[src/rtl/ula_pkg.sv]
// Shared op/shift encodings and FSM state type for the sequential ULA.
package ula_pkg;

  localparam logic [2:0] OP_A   = 3'b000;
  localparam logic [2:0] OP_ADD = 3'b001;
  localparam logic [2:0] OP_SUB = 3'b010;
  localparam logic [2:0] OP_AND = 3'b011;
  localparam logic [2:0] OP_OR  = 3'b100;
  localparam logic [2:0] OP_INC = 3'b101;
  localparam logic [2:0] OP_DEC = 3'b110;
  localparam logic [2:0] OP_B   = 3'b111;

  localparam logic [1:0] SH_NONE = 2'b00;
  localparam logic [1:0] SH_LSL  = 2'b01;
  localparam logic [1:0] SH_LSR  = 2'b10;
  localparam logic [1:0] SH_ASR  = 2'b11;

  typedef enum logic [1:0] {
    S_IDLE  = 2'b00,
    S_SHIFT = 2'b01,
    S_DONE  = 2'b10
  } state_e;

endpackage

[src/rtl/ula_core.sv]
// Combinational ALU stage: WIDTH+1-bit arithmetic so the top bit is carry/borrow.
module ula_core
  import ula_pkg::*;
#(
  parameter int WIDTH = 32
) (
  input  logic [WIDTH-1:0] a,
  input  logic [WIDTH-1:0] b,
  input  logic [2:0]       op,
  output logic [WIDTH-1:0] y,
  output logic             c,
  output logic             v
);

  localparam logic [WIDTH:0] ONE = {{WIDTH{1'b0}}, 1'b1};

  logic [WIDTH:0] sum;

  always_comb begin
    sum = '0;
    y   = '0;
    c   = 1'b0;
    v   = 1'b0;
    case (op)
      OP_A: y = a;
      OP_ADD: begin
        sum = {1'b0, a} + {1'b0, b};
        y   = sum[WIDTH-1:0];
        c   = sum[WIDTH];
        v   = (a[WIDTH-1] == b[WIDTH-1]) && (y[WIDTH-1] != a[WIDTH-1]);
      end
      // The wrapped top bit of a WIDTH+1 subtraction is exactly the unsigned borrow.
      OP_SUB: begin
        sum = {1'b0, a} - {1'b0, b};
        y   = sum[WIDTH-1:0];
        c   = sum[WIDTH];
        v   = (a[WIDTH-1] != b[WIDTH-1]) && (y[WIDTH-1] != a[WIDTH-1]);
      end
      OP_AND: y = a & b;
      OP_OR:  y = a | b;
      OP_INC: begin
        sum = {1'b0, a} + ONE;
        y   = sum[WIDTH-1:0];
        c   = sum[WIDTH];
        v   = !a[WIDTH-1] && y[WIDTH-1];
      end
      OP_DEC: begin
        sum = {1'b0, a} - ONE;
        y   = sum[WIDTH-1:0];
        c   = sum[WIDTH];
        v   = a[WIDTH-1] && !y[WIDTH-1];
      end
      OP_B: y = b;
    endcase
  end

endmodule

[src/rtl/ula_seq.sv]
// Sequential ULA: one-cycle ALU, iterative one-bit-per-cycle shifter, and
// a result accumulator that can be fed back as operand A.
module ula_seq
  import ula_pkg::*;
#(
  parameter  int WIDTH = 32,
  localparam int SHW   = $clog2(WIDTH)
) (
  input  logic             clk,
  input  logic             rst_n,
  input  logic             in_valid,
  output logic             in_ready,
  input  logic [WIDTH-1:0] a,
  input  logic [WIDTH-1:0] b,
  input  logic             use_acc,
  input  logic [2:0]       op,
  input  logic [1:0]       shop,
  input  logic [SHW-1:0]   shamt,
  input  logic             acc_clr,
  output logic             out_valid,
  input  logic             out_ready,
  output logic [WIDTH-1:0] result,
  output logic             flag_z,
  output logic             flag_n,
  output logic             flag_c,
  output logic             flag_v,
  output logic [WIDTH-1:0] acc
);

  localparam logic [SHW-1:0] CNT_ONE = {{(SHW-1){1'b0}}, 1'b1};

  state_e           state;
  state_e           state_nxt;
  logic [SHW-1:0]   cnt;
  logic [1:0]       shop_q;
  logic [WIDTH-1:0] alu_a;
  logic [WIDTH-1:0] alu_y;
  logic             alu_c;
  logic             alu_v;

  assign alu_a = use_acc ? acc : a;

  ula_core #(.WIDTH(WIDTH)) u_core (
    .a  (alu_a),
    .b  (b),
    .op (op),
    .y  (alu_y),
    .c  (alu_c),
    .v  (alu_v)
  );

  assign in_ready  = (state == S_IDLE);
  assign out_valid = (state == S_DONE);
  // Z is qualified by DONE so it reads 0 out of reset and while a shift is in flight.
  assign flag_z    = (state == S_DONE) && (result == '0);
  assign flag_n    = result[WIDTH-1];

  always_comb begin
    state_nxt = state;
    case (state)
      S_IDLE:
        if (in_valid) begin
          if ((shop != SH_NONE) && (shamt != '0)) state_nxt = S_SHIFT;
          else                                    state_nxt = S_DONE;
        end
      S_SHIFT:
        if (cnt == CNT_ONE) state_nxt = S_DONE;
      S_DONE:
        if (out_ready) state_nxt = S_IDLE;
      default: state_nxt = S_IDLE;
    endcase
  end

  always_ff @(posedge clk or negedge rst_n) begin
    if (!rst_n) begin
      state  <= S_IDLE;
      result <= '0;
      flag_c <= 1'b0;
      flag_v <= 1'b0;
      cnt    <= '0;
      shop_q <= SH_NONE;
    end else begin
      state <= state_nxt;
      case (state)
        S_IDLE:
          if (in_valid) begin
            result <= alu_y;
            flag_c <= alu_c;
            flag_v <= alu_v;
            cnt    <= shamt;
            shop_q <= shop;
          end
        // Each step leaves the outgoing bit in C, so the last step's bit survives.
        S_SHIFT: begin
          cnt <= cnt - CNT_ONE;
          case (shop_q)
            SH_LSL: begin
              result <= {result[WIDTH-2:0], 1'b0};
              flag_c <= result[WIDTH-1];
            end
            SH_LSR: begin
              result <= {1'b0, result[WIDTH-1:1]};
              flag_c <= result[0];
            end
            SH_ASR: begin
              result <= {result[WIDTH-1], result[WIDTH-1:1]};
              flag_c <= result[0];
            end
            default: ;
          endcase
        end
        default: ;
      endcase
    end
  end

  // A clear in the handshake cycle wins over committing the result.
  always_ff @(posedge clk or negedge rst_n) begin
    if (!rst_n)                                acc <= '0;
    else if (acc_clr)                          acc <= '0;
    else if ((state == S_DONE) && out_ready)   acc <= result;
  end

endmodule
[config.mk]
export PLATFORM = sky130hd
export DESIGN_NAME = ula_seq
export DESIGN_NICKNAME = d
export VERILOG_FILES = /design/src/rtl/ula_pkg.sv /design/src/rtl/ula_core.sv /design/src/rtl/ula_seq.sv
export SDC_FILE = /design/constraint.sdc
export NUM_CORES = 1
export LEC_CHECK = 0
export ABC_AREA = 1
export CAP_MARGIN = 5
export CORE_MARGIN = 1
export CORE_UTILIZATION = 35
export CTS_CLUSTER_DIAMETER = 30
export DETAILED_ROUTE_END_ITERATION = 8
export PLACE_DENSITY = 0.51
export SYNTH_ARGS = -nofsm -noshare
export SYNTH_HDL_FRONTEND = slang
export SYNTH_HIERARCHICAL = 1
export SYNTH_SLANG_ARGS = --single-unit
[constraint.sdc]
create_clock -name clk -period 4.88 [get_ports clk]
set_clock_uncertainty 0.1 [all_clocks]
set_input_delay 1.464 -clock clk [delete_from_list [all_inputs] [get_ports clk]]
set_output_delay 1.464 -clock clk [all_outputs]
set_load 0.05 [all_outputs]
# --- After elaboration in Yosys (flattened, before gate mapping) ---
# Index checks and enable logic that the tools add are counted.
op_classes:
  muxes: 19
  add_sub_neg: 5
  n_bitwise: 2
  reduce_logical: 23
  n_eq_ne: 24
op_table:
  columns: ["operator", "count"]
  rows:
  - ["$pmux 32 s8", 1]
  - ["$mux 32", 4]
  - ["$pmux 32 s3", 1]
  - ["$pmux 32 s2", 1]
  - ["$add 32x1->33 const B", 1]
  - ["$add 32x32->33", 1]
  - ["$sub 32x1->33 const B", 1]
  - ["$sub 32x32->33", 1]
  - ["$and 32x32->32", 1]
  - ["$logic_not 32->1", 1]
  - ["$or 32x32->32", 1]
  - ["$eq 3x3->1 const B", 4]
  - ["$pmux 5 s2", 1]
  - ["$reduce_and 3->1", 3]
  - ["$mux 2", 4]
  - ["$pmux 1 s4", 2]
  - ["$logic_and 1x1->1", 7]
  - ["$eq 2x2->1 const B", 3]
  - ["$eq 3x2->1 const B", 2]
  - ["$ne 2x2->1 const B", 3]
  - ["$ne 3x3->1 const B", 2]
  - ["$pmux 2 s3", 1]
  - ["$reduce_bool 2->1", 3]
  - ["$eq 5x1->1 const B", 1]
  - ["other kinds (17)", 23]
totals:
  ff_bits: 75
  wordCells: 81

# --- Depth between registers and ports, before layout ---
depth:
  depth_word: 5
  depth_mapped: 26
  depth_no_buf: 22

# --- Hierarchy ---
# The synthesis kept the hierarchy.
by_module_without_submodules:
  columns: ["mod", "cells_per_inst", "n_inst", "seq_area_each_um2", "area_per_inst_um2"]
  rows:
  - ["ula_core", 1883, 1, 0.0, 9128.8]
  - ["ula_seq", 618, 1, 1876.8, 4322.9]

# --- Worst setup path after synthesis ---
# OpenSTA, ideal clock, no wires.
synth_path:
  kind: "input -> register"
  startpoint: "input port use_acc"
  endpoint: "register result[31]"
  arrival_time_ps: 4429
  slack_ps: 268
  stages: 24
  path_cell_list: "clkbuf_1 -> buf_1 -> nor2_1 -> a21oi_1 -> nand2_2 -> nor2_4 -> nand2_4 -> clkinv_2 -> nand2_2 -> nor3_2 -> nand3_1 -> nor3_2 -> nand2_1 -> nor2_1 -> ha_1 -> o22ai_1 -> nor3_1 -> nand2_1 -> nor2_1 -> a21oi_1 -> nand2_1 -> o21ai_0 -> nand2_1 -> o21ai_0"
synth_between:
  elab_chain_len: 5
  elab_cells_between_ends: 10
  cone_classes: "add/sub (4); mux (4); bitwise (2)"
synth_lines:
  columns: ["element", "line_no", "rtl"]
  rows:
  - ["start: declaration", "ula_seq.sv:15", "input logic use_acc,"]
  - ["$mux 32 *", "ula_seq.sv:41", "assign alu_a = use_acc ? acc : a;"]
  - ["via alu_a[4]", "ula_seq.sv:36", "logic [WIDTH-1:0] alu_a;"]
  - ["$sub 32x1->33, or another cell as far along", "ula_core.sv:48", "sum = {1'b0, a} - ONE;"]
  - ["$pmux 32 s8 *", "ula_core.sv:24", "case (op)"]
  - ["via alu_y[31]", "ula_seq.sv:37", "logic [WIDTH-1:0] alu_y;"]
  - ["$mux 32 *", "ula_seq.sv:86", "if (in_valid) begin"]
  - ["$pmux 32 s2 *", "ula_seq.sv:84", "case (state)"]
  - ["end signal: assignment", "ula_seq.sv:87", "result <= alu_y;"]
  - ["end signal: assignment", "ula_seq.sv:98", "result <= {result[WIDTH-2:0], 1'b0};"]
  - ["end signal: assignment", "ula_seq.sv:102", "result <= {1'b0, result[WIDTH-1:1]};"]
  - ["end: declaration", "ula_seq.sv:22", "output logic [WIDTH-1:0] result,"]
# The timed path passes the listed nets; every way through them passes the cells marked *. The select of a mux whose other input is x is not followed.
# A chain may end at the register's enable or synchronous reset.

# --- Worst setup path after layout ---
layout_path:
  startpoint: "input port a[3]"
  endpoint: "register result[31]"
layout_between:
  elab_chain_len: 5
  elab_cells_between_ends: 8
  cone_classes: "add/sub (4); mux (4)"
layout_lines:
  columns: ["element", "line_no", "rtl"]
  rows:
  - ["start: declaration", "ula_seq.sv:13", "input logic [WIDTH-1:0] a,"]
  - ["$mux 32 *", "ula_seq.sv:41", null]
  - ["via alu_a[3]", "ula_seq.sv:36", null]
  - ["$sub 32x1->33, or another cell as far along", "ula_core.sv:48", null]
  - ["$pmux 32 s8 *", "ula_core.sv:24", null]
  - ["via alu_y[31]", "ula_seq.sv:37", null]
  - ["$mux 32 *", "ula_seq.sv:86", null]
  - ["$pmux 32 s2 *", "ula_seq.sv:84", null]
# Marks and branches as above.

==> qor.csv <==
metric,value,unit
# rows,71,
Placed Cells,3264,
"Setup violations, final",0,
compound-gate portion of the synthesized area,13.6,%
"Net count, final",2959,
initial DRC count,1572,
clk buf depth,2,
DR vias,17100,
Setup crit start kind,primary input,
DR pass1 iterations,6,
fin crit share,95.7,%
clock root buffer,clkbuf_16,
top_reg_cell synth,dfrtp_1,
via/cell ratio,5.20,
"Slew Viols, Final",0,
initial antenna violation count,1,
#FFs+latches synth,75,
RSZ-0062 raised after global routing,yes,
Tot GR Track Use,32.6,%
cell count after synthesis,2501,
Synth async-reset ratio,100,%
Mapped Area,13500,sq um
Clock Pin Slew Worst Setup and Hold Paths,0.06,ns
Antenna Cells,0,
Max transition margin,29.0,%
pwr/cell area,339,nW/um^2
Fin. Hold Viols,0,
"count leader, synth",nand2_1,
"Avg Cell Area, Syn",5.38,sq um
I/O Buffers,149,
largest net degree at the start of global routing,64,
r2r setup slk,1.36,ns
Synthesized Nets,2696,
Routed WL per cell,19.7,um
post-synthesis mux area share,0,%
simple-gate share of the synthesized area,45.5,%
sequential share of the synthesized area,14.0,%
TritonCTS clock tree,done,
CTS Hold Bufs,0,
Final WS setup,0.211,ns
io pins,150,
Antenna Violating Nets Remaining,0,
max-cap violations,0,
top cells by instance count after synthesis,"nand2_1, inv_1, nor2_1",
largest family of logic cells by synthesized area,simple AND/OR/NAND/NOR gates,
top cell type's share of synthesized area,23.4,%
drt drc,0,
"Data arrival, critical path",4.83,ns
area share of fa/ha/maj cells after synthesis,10.8,%
highest ir drop seen on vdd,0.000194,V
critical path peak fanout,8,
yosys warns,6,
Cell variety after synth,48,
Post-Place Worst Slack,-0.174,ns
DIE AREA,39200,sq um
area grow syn2layout,26.8,%
critical path type,primary input to register,
Synth Area in XOR/XNOR,0.912,%
HP Class,register to register,
Clock Latency Late Sink,0.35,ns
total congestion overflow,0,
final std cells w/o fill,3280,
vias in the first global route,15900,
postcts setup bufs,0,
worst slew pin tran,1.07,ns
proportion of layout cells with a drive suffix above 1,11.0,%
Routability Congestion,0.978,
Worst Path Required,5.05,ns
clock sinks,75,
f_max,214,MHz
"Core Util, Final",45.2,%
Synth area leader,nand2_1,
post-DP HPWL,54300,um
first-pass GRT wire length,94900,um
drt total wl,64500,um
Final min period,4.67,ns
status,"finished, final reports clean",
Die Wd,198,um
Core Box Area,37800,sq um
die span in y,198,um
dominant cells by area after synthesis,"nand2_1, dfrtp_1, inv_1",
initial core utilization,35.6,%
CP Capture Type,register,
H-Tree Depth,3,
P_leak,9.02,nW
total CTS buffers,9,
"EDFF count, synth",0,
-- critical path: stages --
cell	delay [ns]
clkdlybuf4s50_1	0.45
nor2_1	0.04
a21oi_1	0.23
buf_4	0.17
buf_4	0.15
inv_1	0.07
ha_2	0.44
nand2_1	0.13
nor2_1	0.16
nand2_1	0.07
nand2_1	0.11
nand2_1	0.09
nand2_1	0.21
nand2_1	0.14
nand2_1	0.15
nand2_1	0.12
nand2_1	0.07
nor2_1	0.04
a21oi_1	0.15
buf_4	0.13
nand2_1	0.04
o21ai_0	0.09
nand2_1	0.06
o21ai_0	0.08
-- logic make-up (layout without fill, tap and decap cells) --
group	after synthesis	count (layout)
xor+xnor	14	14
buf+inv	523	791
simple gates	1464	1464
flops	75	75
compound gates	310	310
fa+ha+maj	115	115
-- cells in the final DEF (no fill, tap or decap), types with 4 or more instances in the layout --
cell,instances
clkinv_1,4
ha_1,105
a22oi_1,5
nand2_2,6
o2111ai_1,4
clkdlybuf4s50_1,147
or2_2,4
nand3b_1,7
inv_1,390
inv_2,30
a21oi_2,4
dfrtp_1,74
buf_4,197
nor3_1,18
nand3_1,188
nand2_1,838
xor2_1,14
clkinv_2,6
ha_2,6
nor2_1,311
a21oi_1,101
nor2_4,5
nor3_2,8
o21ai_0,61
buf_12,5
nand4_1,49
nor2_2,11
clkbuf_16,9
o21ai_1,21
o22ai_1,44
a221oi_1,11
o211ai_1,39
o21bai_1,7
-- cell type report --
cell class	instances	area (sq um)
tap	511	639
timing repair buffer	350	3060
fill	4251	20700
inverter	425	1600
clock buffer	10	239
multi-input combinational	1903	9590
clock inverter	6	55.1
sequential	75	1880
-- metal layers --
metal	vias up	global-route usage [%]	part of all wire (%)
li1	8385	-	-
met1	7882	44.7	45
met2	695	53.1	44
met3	101	2.55	6.8
met4	0	12.5	3.8
met5	-	0	0
-- registers in the layout, indices dropped and copies added (netlist names) --
| name | count |
|---|---|
| acc | 32 |
| result | 32 |
| cnt | 5 |
| shop_q | 2 |
| state | 2 |
| flag_c | 1 |
| flag_v | 1 |
-- path summary, 6_finish.rpt --
check                       start          to  cells after the start
max reg2reg                acc[4]  result[31]                     22
min                        cnt[3]      cnt[3]                      2
min in group asynchronous   rst_n   result[3]                      1
min reg2reg                cnt[3]      cnt[3]                      2
max                          a[3]  result[31]                     24
max in group asynchronous   rst_n  result[28]                      2
-- where the power goes --
group          internal (mW)  total [mW]  leakage (nW)  switching [mW]
clock network          0.405       0.664         0.152           0.259
registers              0.825        1.13         0.983           0.308
logic                   1.32        3.98          7.89            2.67
total                   2.55        5.78          9.02            3.23
-- stage by stage --
stage                     total power, mW  instance area, sq um  hold slack, ns  TNS, ns
final                                5.78                 17100           0.427        0
after global routing                 6.21                 17100           0.431  -0.0582
after CTS                            5.74                 17000           0.428        0
after detailed placement             5.05                 16700           0.411   -0.782
after global placement               5.04                 16700           0.408   -0.582
after floorplan                      3.59                 13500           0.383        0
-- repair_timing --
item,CTS,global route
endpoints found under the hold margin,0,0
resized for setup,0,18
endpoints found under the setup margin,0,7
Note: power is estimated with default switching activity, not from simulation.
